===== src/rtl/harmonic_synth.sv =====
// harmonic_synth: additive Fourier synthesiser, 8 cosine + 8 sine harmonics summed serially per sample.
// Build option: define HSYNTH_OFFSET_BIN_EN for an offset-binary sample_out (unsigned DACs).
module harmonic_synth #(
    parameter int PHASE_W = 16,
    parameter int OUT_W   = 16,
    parameter int SHIFT   = 4
) (
    input  logic               clk,
    input  logic               rst,
    input  logic [PHASE_W-1:0] phase_inc,
    input  logic               sample_tick,
    input  logic [7:0][7:0]    amplitude,
    input  logic [7:0][7:0]    amplitude_sin,
    output logic [OUT_W-1:0]   sample_out,
    output logic               sample_valid,
    output logic               busy,
    output logic               overrun
);
    localparam int ACC_W = (OUT_W + 2 > 24) ? OUT_W + 2 : 24;
    localparam logic signed [ACC_W-1:0] SAT_MAX = {{(ACC_W-OUT_W+1){1'b0}}, {(OUT_W-1){1'b1}}};
    localparam logic signed [ACC_W-1:0] SAT_MIN = {{(ACC_W-OUT_W+1){1'b1}}, {(OUT_W-1){1'b0}}};
`ifdef HSYNTH_OFFSET_BIN_EN
    localparam logic [OUT_W-1:0] OUT_FLIP = {1'b1, {(OUT_W-1){1'b0}}};
`else
    localparam logic [OUT_W-1:0] OUT_FLIP = {OUT_W{1'b0}};
`endif

    typedef enum logic [1:0] {IDLE = 2'd0, RUN = 2'd1, DRAIN = 2'd2, DONE = 2'd3} state_t;

    // First quadrant of round(127*sin(2*pi*j/256)), j = 0..64.
    function automatic logic [7:0] quarter_wave(input logic [6:0] j);
        logic [7:0] q;
        case (j)
            7'd0:  q = 8'd0;   7'd1:  q = 8'd3;   7'd2:  q = 8'd6;   7'd3:  q = 8'd9;
            7'd4:  q = 8'd12;  7'd5:  q = 8'd16;  7'd6:  q = 8'd19;  7'd7:  q = 8'd22;
            7'd8:  q = 8'd25;  7'd9:  q = 8'd28;  7'd10: q = 8'd31;  7'd11: q = 8'd34;
            7'd12: q = 8'd37;  7'd13: q = 8'd40;  7'd14: q = 8'd43;  7'd15: q = 8'd46;
            7'd16: q = 8'd49;  7'd17: q = 8'd51;  7'd18: q = 8'd54;  7'd19: q = 8'd57;
            7'd20: q = 8'd60;  7'd21: q = 8'd63;  7'd22: q = 8'd65;  7'd23: q = 8'd68;
            7'd24: q = 8'd71;  7'd25: q = 8'd73;  7'd26: q = 8'd76;  7'd27: q = 8'd78;
            7'd28: q = 8'd81;  7'd29: q = 8'd83;  7'd30: q = 8'd85;  7'd31: q = 8'd88;
            7'd32: q = 8'd90;  7'd33: q = 8'd92;  7'd34: q = 8'd94;  7'd35: q = 8'd96;
            7'd36: q = 8'd98;  7'd37: q = 8'd100; 7'd38: q = 8'd102; 7'd39: q = 8'd104;
            7'd40: q = 8'd106; 7'd41: q = 8'd107; 7'd42: q = 8'd109; 7'd43: q = 8'd111;
            7'd44: q = 8'd112; 7'd45: q = 8'd113; 7'd46: q = 8'd115; 7'd47: q = 8'd116;
            7'd48: q = 8'd117; 7'd49: q = 8'd118; 7'd50: q = 8'd120; 7'd51: q = 8'd121;
            7'd52: q = 8'd122; 7'd53: q = 8'd122; 7'd54: q = 8'd123; 7'd55: q = 8'd124;
            7'd56: q = 8'd125; 7'd57: q = 8'd125; 7'd58: q = 8'd126; 7'd59: q = 8'd126;
            7'd60: q = 8'd126; 7'd61: q = 8'd127; 7'd62: q = 8'd127; 7'd63: q = 8'd127;
            default: q = 8'd127;
        endcase
        return q;
    endfunction

    // Full 256-entry signed sine built from quadrant symmetry.
    function automatic logic signed [7:0] sin_lut(input logic [7:0] i);
        logic [7:0] mag;
        mag = i[6] ? quarter_wave(7'd64 - {1'b0, i[5:0]}) : quarter_wave({1'b0, i[5:0]});
        return i[7] ? -$signed(mag) : $signed(mag);
    endfunction

    state_t                    state_r, state_s;
    logic [2:0]                step_r;
    logic [PHASE_W-1:0]        phase_acc_r, h_r;
    logic [7:0][7:0]           amp_cos_r, amp_sin_r;
    logic [7:0]                lut_addr_s;
    logic signed [7:0]         cos_r, sin_r;
    logic [7:0]                ac_r, as_r;
    logic                      v1_r, v2_r, v3_r;
    logic signed [16:0]        pc_r, ps_r;
    logic signed [17:0]        term_r;
    logic signed [ACC_W-1:0]   acc_r, shifted_s;
    logic [OUT_W-1:0]          sat_s, out_r;
    logic                      valid_r, busy_r, overrun_r, accept_s;

    // busy_r also covers the sample_valid cycle, so a tick there is rejected.
    assign accept_s   = sample_tick && (state_r == IDLE) && !busy_r;
    assign lut_addr_s = h_r[PHASE_W-1 -: 8];
    assign shifted_s  = acc_r >>> SHIFT;

    // Sequencer next-state: 8 RUN steps, 3 DRAIN cycles to flush the MAC pipe, 1 DONE.
    always_comb begin
        state_s = state_r;
        case (state_r)
            IDLE:    state_s = accept_s ? RUN : IDLE;
            RUN:     state_s = (step_r == 3'd7) ? DRAIN : RUN;
            DRAIN:   state_s = (step_r == 3'd2) ? DONE : DRAIN;
            DONE:    state_s = IDLE;
            default: state_s = IDLE;
        endcase
    end

    // State register and per-state step counter.
    always_ff @(posedge clk or posedge rst) begin
        if (rst) begin
            state_r <= IDLE;
            step_r  <= 3'd0;
        end else begin
            state_r <= state_s;
            step_r  <= (state_s != state_r) ? 3'd0 : step_r + 3'd1;
        end
    end

    // Phase accumulator, harmonic phase by repeated addition, amplitude snapshot.
    always_ff @(posedge clk or posedge rst) begin
        if (rst) begin
            phase_acc_r <= {PHASE_W{1'b0}};
            h_r         <= {PHASE_W{1'b0}};
            amp_cos_r   <= {64{1'b0}};
            amp_sin_r   <= {64{1'b0}};
        end else if (accept_s) begin
            phase_acc_r <= phase_acc_r + phase_inc;
            h_r         <= phase_acc_r + phase_inc;
            amp_cos_r   <= amplitude;
            amp_sin_r   <= amplitude_sin;
        end else if (state_r == RUN) begin
            h_r <= h_r + phase_acc_r;
        end
    end

    // Three-stage term pipeline: LUT, products, term sum.
    always_ff @(posedge clk or posedge rst) begin
        if (rst) begin
            v1_r   <= 1'b0;
            v2_r   <= 1'b0;
            v3_r   <= 1'b0;
            cos_r  <= 8'sd0;
            sin_r  <= 8'sd0;
            ac_r   <= 8'd0;
            as_r   <= 8'd0;
            pc_r   <= 17'sd0;
            ps_r   <= 17'sd0;
            term_r <= 18'sd0;
        end else begin
            v1_r   <= (state_r == RUN);
            cos_r  <= sin_lut(lut_addr_s + 8'd64);
            sin_r  <= sin_lut(lut_addr_s);
            ac_r   <= amp_cos_r[step_r];
            as_r   <= amp_sin_r[step_r];
            v2_r   <= v1_r;
            pc_r   <= {{9{1'b0}}, ac_r} * {{9{cos_r[7]}}, cos_r};
            ps_r   <= {{9{1'b0}}, as_r} * {{9{sin_r[7]}}, sin_r};
            v3_r   <= v2_r;
            term_r <= {pc_r[16], pc_r} + {ps_r[16], ps_r};
        end
    end

    // Accumulator is wide enough for 16 full-scale terms, so it never wraps.
    always_ff @(posedge clk or posedge rst) begin
        if (rst) begin
            acc_r <= {ACC_W{1'b0}};
        end else if (accept_s) begin
            acc_r <= {ACC_W{1'b0}};
        end else if (v3_r) begin
            acc_r <= acc_r + {{(ACC_W-18){term_r[17]}}, term_r};
        end
    end

    // Saturate the shifted accumulator to the output range.
    always_comb begin
        if (shifted_s > SAT_MAX) begin
            sat_s = SAT_MAX[OUT_W-1:0];
        end else if (shifted_s < SAT_MIN) begin
            sat_s = SAT_MIN[OUT_W-1:0];
        end else begin
            sat_s = shifted_s[OUT_W-1:0];
        end
    end

    // Registered outputs and status flags.
    always_ff @(posedge clk or posedge rst) begin
        if (rst) begin
            out_r     <= OUT_FLIP;
            valid_r   <= 1'b0;
            busy_r    <= 1'b0;
            overrun_r <= 1'b0;
        end else begin
            valid_r   <= (state_r == DONE);
            out_r     <= (state_r == DONE) ? (sat_s ^ OUT_FLIP) : out_r;
            busy_r    <= accept_s ? 1'b1 : (valid_r ? 1'b0 : busy_r);
            overrun_r <= overrun_r | (sample_tick & ~accept_s);
        end
    end

    assign sample_out   = out_r;
    assign sample_valid = valid_r;
    assign busy         = busy_r;
    assign overrun      = overrun_r;
endmodule

===== config.mk =====
export PLATFORM = sky130hd
export DESIGN_NAME = harmonic_synth
export DESIGN_NICKNAME = d
export VERILOG_FILES = /design/src/rtl/harmonic_synth.sv
export SDC_FILE = /design/constraint.sdc
export NUM_CORES = 1
export LEC_CHECK = 0
export ABC_CLOCK_PERIOD_IN_PS = 17100
export CAP_MARGIN = 25
export CORE_MARGIN = 5
export CORE_UTILIZATION = 64
export DETAILED_ROUTE_END_ITERATION = 8
export HOLD_SLACK_MARGIN = 0.06
export PLACE_DENSITY = 0.87
export SETUP_SLACK_MARGIN = 0.2
export SYNTH_ARGS = -nofsm -noshare
export SYNTH_HDL_FRONTEND = slang
export SYNTH_SLANG_ARGS = --single-unit

===== constraint.sdc =====
create_clock -name clk -period 17.1 [get_ports clk]
set_input_delay 2.565 -clock clk [delete_from_list [all_inputs] [get_ports clk]]
set_output_delay 2.565 -clock clk [all_outputs]
set_load 0.03 [all_outputs]

# [Word level (Yosys, flattened, before mapping)]
# Memory sizes are Yosys's and may differ from the RTL's.
# Cells that the tools add are included.
[word_totals] register_bits=295 romBits=1792 output_inout_bits=19 word_cells=93 memories=4
[mem_list] memory="(no name shown)" words=64 width=7 rd=1 rd_ports_with_merged_regs=0 write_ports=0 line_no="33" source="case (j)"
[mem_list] memory="(no name shown)" words=64 width=7 rd=1 rd_ports_with_merged_regs=0 write_ports=0 line_no="33"
[mem_list] memory="(no name shown)" words=64 width=7 rd=1 rd_ports_with_merged_regs=0 write_ports=0 line_no="33"
[mem_list] memory="(no name shown)" words=64 width=7 rd=1 rd_ports_with_merged_regs=0 write_ports=0 line_no="33"
[classes] n_addsub=10 mul=2 magnitude_cmp=3 eq_ne=6 n_mux=23 n_bitwise=3 reduce_logical=7
[op_table] op="16-bit 2-to-1 mux" n=4
[op_table] op="8-bit 2-to-1 mux" n=8
[op_table] op="8-bit binary-select mux with 3-bit select" n=2
[op_table] op="24-bit 2-to-1 mux" n=2
[op_table] op="9-bit by 8-bit multiplier with 17-bit output" n=2
[op_table] op="16-bit adder" n=2
[op_table] op="24-bit adder" n=1
[op_table] op="20-bit by 16-bit > comparator with 1-bit output (second input constant)" n=1
[op_table] op="20-bit by 16-bit less-than comparator with 1-bit output (second input constant)" n=1
[op_table] op="17-bit by 17-bit adder with 18-bit output" n=1
[op_table] op="8-bit negator" n=2
[op_table] op="7-bit by 6-bit subtractor with 7-bit output (first input constant)" n=2
[op_table] op="8-bit by 7-bit adder with 8-bit output (second input constant)" n=1
[op_table] op="2-bit case mux with 4 select lines" n=1
[op_table] op="2-bit nonzero test" n=3
[op_table] op="2-bit == test (second input constant)" n=2
[op_table] op="3-bit by 4-bit less-than comparator with 1-bit output (second input constant)" n=1
[op_table] op="1-bit 2-to-1 mux" n=4
[op_table] op="3-bit by 1-bit adder with 3-bit output (second input constant)" n=1
[op_table] op="3-bit by 2-bit == test with 1-bit output (second input constant)" n=1
[op_table] op="3-bit == test (second input constant)" n=1
[op_table] op="3-bit 2-to-1 mux" n=1
[op_table] op="2-bit by 1-bit == test with 1-bit output (second input constant)" n=1
[op_table] op="1-bit logical AND" n=2
[op_table] op="7 further kinds" n=7

# [Longest topological paths before layout]
[depth] ltp_word=7 depth_mapped=21

# [Worst setup path before layout]
# OpenSTA, ideal clock, no wires.
[synth_timing] path_type="in2reg" start="input phase_inc[0]" end="register h_r[14]" setup_time_ps=83 arrival_ps=4613 path_slack_ps=12404 cell_stages=12 cell_sequence="ha_1 -> inv_1 -> fa_1 -> nor2b_1 -> o21a_1 -> o21ai_0 -> a211oi_1 -> nor3_1 -> o41ai_1 -> xor2_1 -> nand2_1 -> o21ai_0"
[synth_between] elab_chain_cells=2
[synth_lines] item="start, declared" line_no="10" source="input logic [PHASE_W-1:0] phase_inc,"
[synth_lines] item="16-bit adder" line_no="113" source="h_r <= phase_acc_r + phase_inc;"
[synth_lines] item="16-bit 2-to-1 mux" line_no="111" source="end else if (accept_s) begin"
[synth_lines] item="end signal, assigned" line_no="108" source="h_r <= {PHASE_W{1'b0}};"
[synth_lines] item="end signal, assigned" line_no="113"
[synth_lines] item="end signal, assigned" line_no="117" source="h_r <= h_r + phase_acc_r;"
[synth_lines] item="end, declared" line_no="64" source="logic [PHASE_W-1:0] phase_acc_r, h_r;"
# No other way between the ends.
# A chain may end at the register's enable or synchronous reset.

# [Final worst setup path]
[layout_timing] start="register h_r[8]" end="register cos_r[5]"
[layout_between] elab_chain_cells=7
[layout_lines] item="8-bit by 7-bit adder with 8-bit output (*)" line_no="136" source="cos_r <= sin_lut(lut_addr_s + 8'd64);"
[layout_lines] item="7-bit by 6-bit subtractor with 7-bit output" line_no="58" source="mag = i[6] ? quarter_wave(7'd64 - {1'b0, i[5:0]}) : quarter_wave({1'b0, i[5:0]});"
[layout_lines] item="memory read 64 x 7 bit"
[layout_lines] item="8-bit 2-to-1 mux" line_no="33"
[layout_lines] item="8-bit 2-to-1 mux" line_no="58"
[layout_lines] item="8-bit negator" line_no="59" source="return i[7] ? -$signed(mag) : $signed(mag);"
[layout_lines] item="8-bit 2-to-1 mux (*)" line_no="59"
[layout_lines] item="end signal, assigned" line_no="136"
[layout_lines] item="end, declared" line_no="67" source="logic signed [7:0] cos_r, sin_r;"
# Mark *: on every way between the ends. The rest lies on a longest branch, timed or not.

==> run metrics <==
Worst Tran Pin Value=0.983 ns; Total GRT Usage=28.0%; number of nets in the layout=2,732; ratio of cells with drive above 1 in the final layout=6.57%; largest net degree at the start of global routing=147; H-tree depth=2; DR iter-0 viols=1,466; clk root buf=clkbuf_16; RSZ-0062 raised after global routing=false; maximum buffer depth of the clock tree=3; Vias/cell=5.96; max incr delay on CP=0.80 ns; Yosys top cell area share=36.1%; vias in the first global route=17,100; # setup viols final=0; die area=0.0356 mm²; input/output buffers=165; element type at the critical path start=register; status=finished, final reports clean; critical path's slowest cell=ha_1; critical path class=register to register; worst hold path class=register to register; Period minus WS final=5.10 ns; n_diodes=0; total of max-cap violations=0; Async S/R FF share, synth=100%; WHS Endpoint=v3_r; synthesized instance count=2,203; Slew Limit Headroom=34.5%; Worst Min Path Start=v2_r; Setup Fix Bufs, Post-CTS=0; Post-synth EDFFs=0; Seq/Total Area, Yosys=36.1%; CP Capture Type=register; worst path arrival time=5.55 ns; crit share post-route=29.8%; fin. max-slew vios=0; dpl hpwl=35,000 µm; Synth Flop Type=dfrtp_1; num rows=65; R2R cell count=12; Crit Path Max Fanout=24; DR pass1 iterations=6; initial antenna violation count=0; WP data required=17.56 ns; Die W=189 µm; Mapped Nets=2,598; max frequency=0.196 GHz; reg-to-reg slack, setup=12.00 ns; final core utilization=74.7%; CTS tree=yes; CP startpoint=h_r[8]; gpl congestion=0.953; Post-Synthesis Cell Area=0.0204 mm²; Worst Hold Path Cells=0; Mapped Avg Cell Area=9.28 µm²; grt ovf=0; core footprint=0.0316 mm²; Cell Count, Final, Fillers Out=2,762; Critical R2R Launch=h_r[8]; Initial Util=64.8%; reg2reg end=cos_r[5]; P&R area growth vs syn=15.4%; io pins=166; via count=16,500; leading area contributor after synthesis=dfrtp_1; DRC=0; Yosys reg bits=295; crit-path cells=inv_1 -> ha_1 -> inv_1 -> ha_1 -> inv_1 -> a2111oi_0 -> nor4_1 -> a221oi_1 -> nor2b_1 -> and3b_1 -> or3_1 -> nand2_1; TNS Setup=0 ns; post-cts gate resize count=0; final hold vios=0; placed cell count=2,699; Sink Count=295; final wirelength=49,800 µm; CTS Hold Buffers Added=0; largest cells by area after synthesis=dfrtp_1 36%, ha_1 10%, nand2_1 10%; clk_lat worst skew=0.53 ns; clock skew=0.0288 ns; Routed WL per cell=18.0 µm; Synth cell types=92; CTS buffer count=34; Syn. warnings=0; antenna-violating nets left=0; Die H=189 µm; crit-path most repeated cell=inv_1; first-pass GRT wire length=83,100 µm; Clk pin slew, worst setup/hold paths=0.06 ns
==> cell usage in the layout, fill, tap and decap left out, types with 26 or more instances in the layout <==
master and n:
nand2_1 544, dfrtp_1 294, ha_1 170, inv_1 167
clkdlybuf4s50_1 165, nor2_1 88, and2_1 86, o21ai_0 83
fa_1 78, a21oi_1 76, xnor2_1 58, mux4_2 35
clkbuf_16 35, nor3_1 30, xor2_1 28, nand3_1 28
a21o_1 26
==> synthesized netlist by cell type (all sizes together) (8+ instances only) <==
cell type	count
o31ai	9
xnor2	58
nand2	545
nor4	9
and3	11
nor2b	24
fa	78
nor2	89
dfrtp	295
o21bai	9
nand2b	24
xor2	28
mux4	35
o21a	10
nand3	29
a21o	26
mux2	20
o21ai	86
and2	87
a31oi	12
ha	170
a211oi	15
a21oi	76
clkbuf	64
nand3b	8
o211ai	10
inv	168
buf	22
mux2i	23
or3	10
nor3	32
==> metrics by stage <==
stage | setup WS, ns | instance area (µm²) | hold slack (ns)
CTS | 12.11 | 23500 | 0.359
global placement | 11.60 | 22300 | 0.338
finish | 12.00 | 23600 | 0.357
floorplan | 6.39 | 20400 | 0.331
global route | 11.66 | 23600 | 0.362
detailed placement | 11.57 | 22300 | 0.347
==> logic make-up (layout without fill, tap and decap cells) <==
group	after synthesis	in the layout	synth area share (%)
xor gates and xnor gates	86	86	3.69
muxes	78	78	6.09
buffers and inverters	255	412	4.92
and+or+nand+nor	894	894	19.7
adders and majority gates	249	249	18.1
DFF	295	295	36.1
AOI/OAI and AO/OA	346	346	11.4
==> sequential cells by signal (all words and copies together), names as in the netlist <==
signal        flops
ac_r              8
acc_r            24
amp_cos_r        64
amp_sin_r        64
as_r              8
busy              1
cos_r             8
h_r              16
overrun           1
pc_r             17
phase_acc_r      16
ps_r             17
sample_out       16
sample_valid      1
sin_r             8
state_r           2
step_r            3
term_r           18
v1_r              1
v2_r              1
v3_r              1
==> area by class of cell <==
type | count | area [µm²]
repair buffers | 184 | 1880
well taps | 402 | 503
inverters | 169 | 642
flip-flops and latches | 295 | 7380
multi-input cells | 1653 | 12100
fillers | 2075 | 7980
clock inverters | 9 | 114
clock buffers | 50 | 1000
==> worst max-delay path, delay by kind of cell (launching register included) <==
kind / cells / cell delay (ns)
and+or+nand+nor: 5 / 0.90
AOI/OAI and AO/OA: 2 / 1.15
DFF: 1 / 0.72
buffers and inverters: 3 / 0.89
adders and majority gates: 2 / 1.36
==> routing by layer <==
metal / routed length, µm / up-vias / GRT usage (%)
met2: 24700 / 626 / 48.1
met3: 3380 / 126 / 3.67
met1: 20200 / 7984 / 37.5
li1: - / 7717 / -
met4: 1500 / 0 / 8.30
met5: 0 / - / 0
==> how the worst max path moves through the flow <==
stage	endpoint
floorplan	ac_r[0]
global placement	h_r[14]
detailed placement	h_r[14]
CTS	h_r[14]
global route	cos_r[5]
finish	cos_r[5]
Power is not shown: default switching activity piles up to over one toggle a cycle in this logic, so the estimate is an artifact.
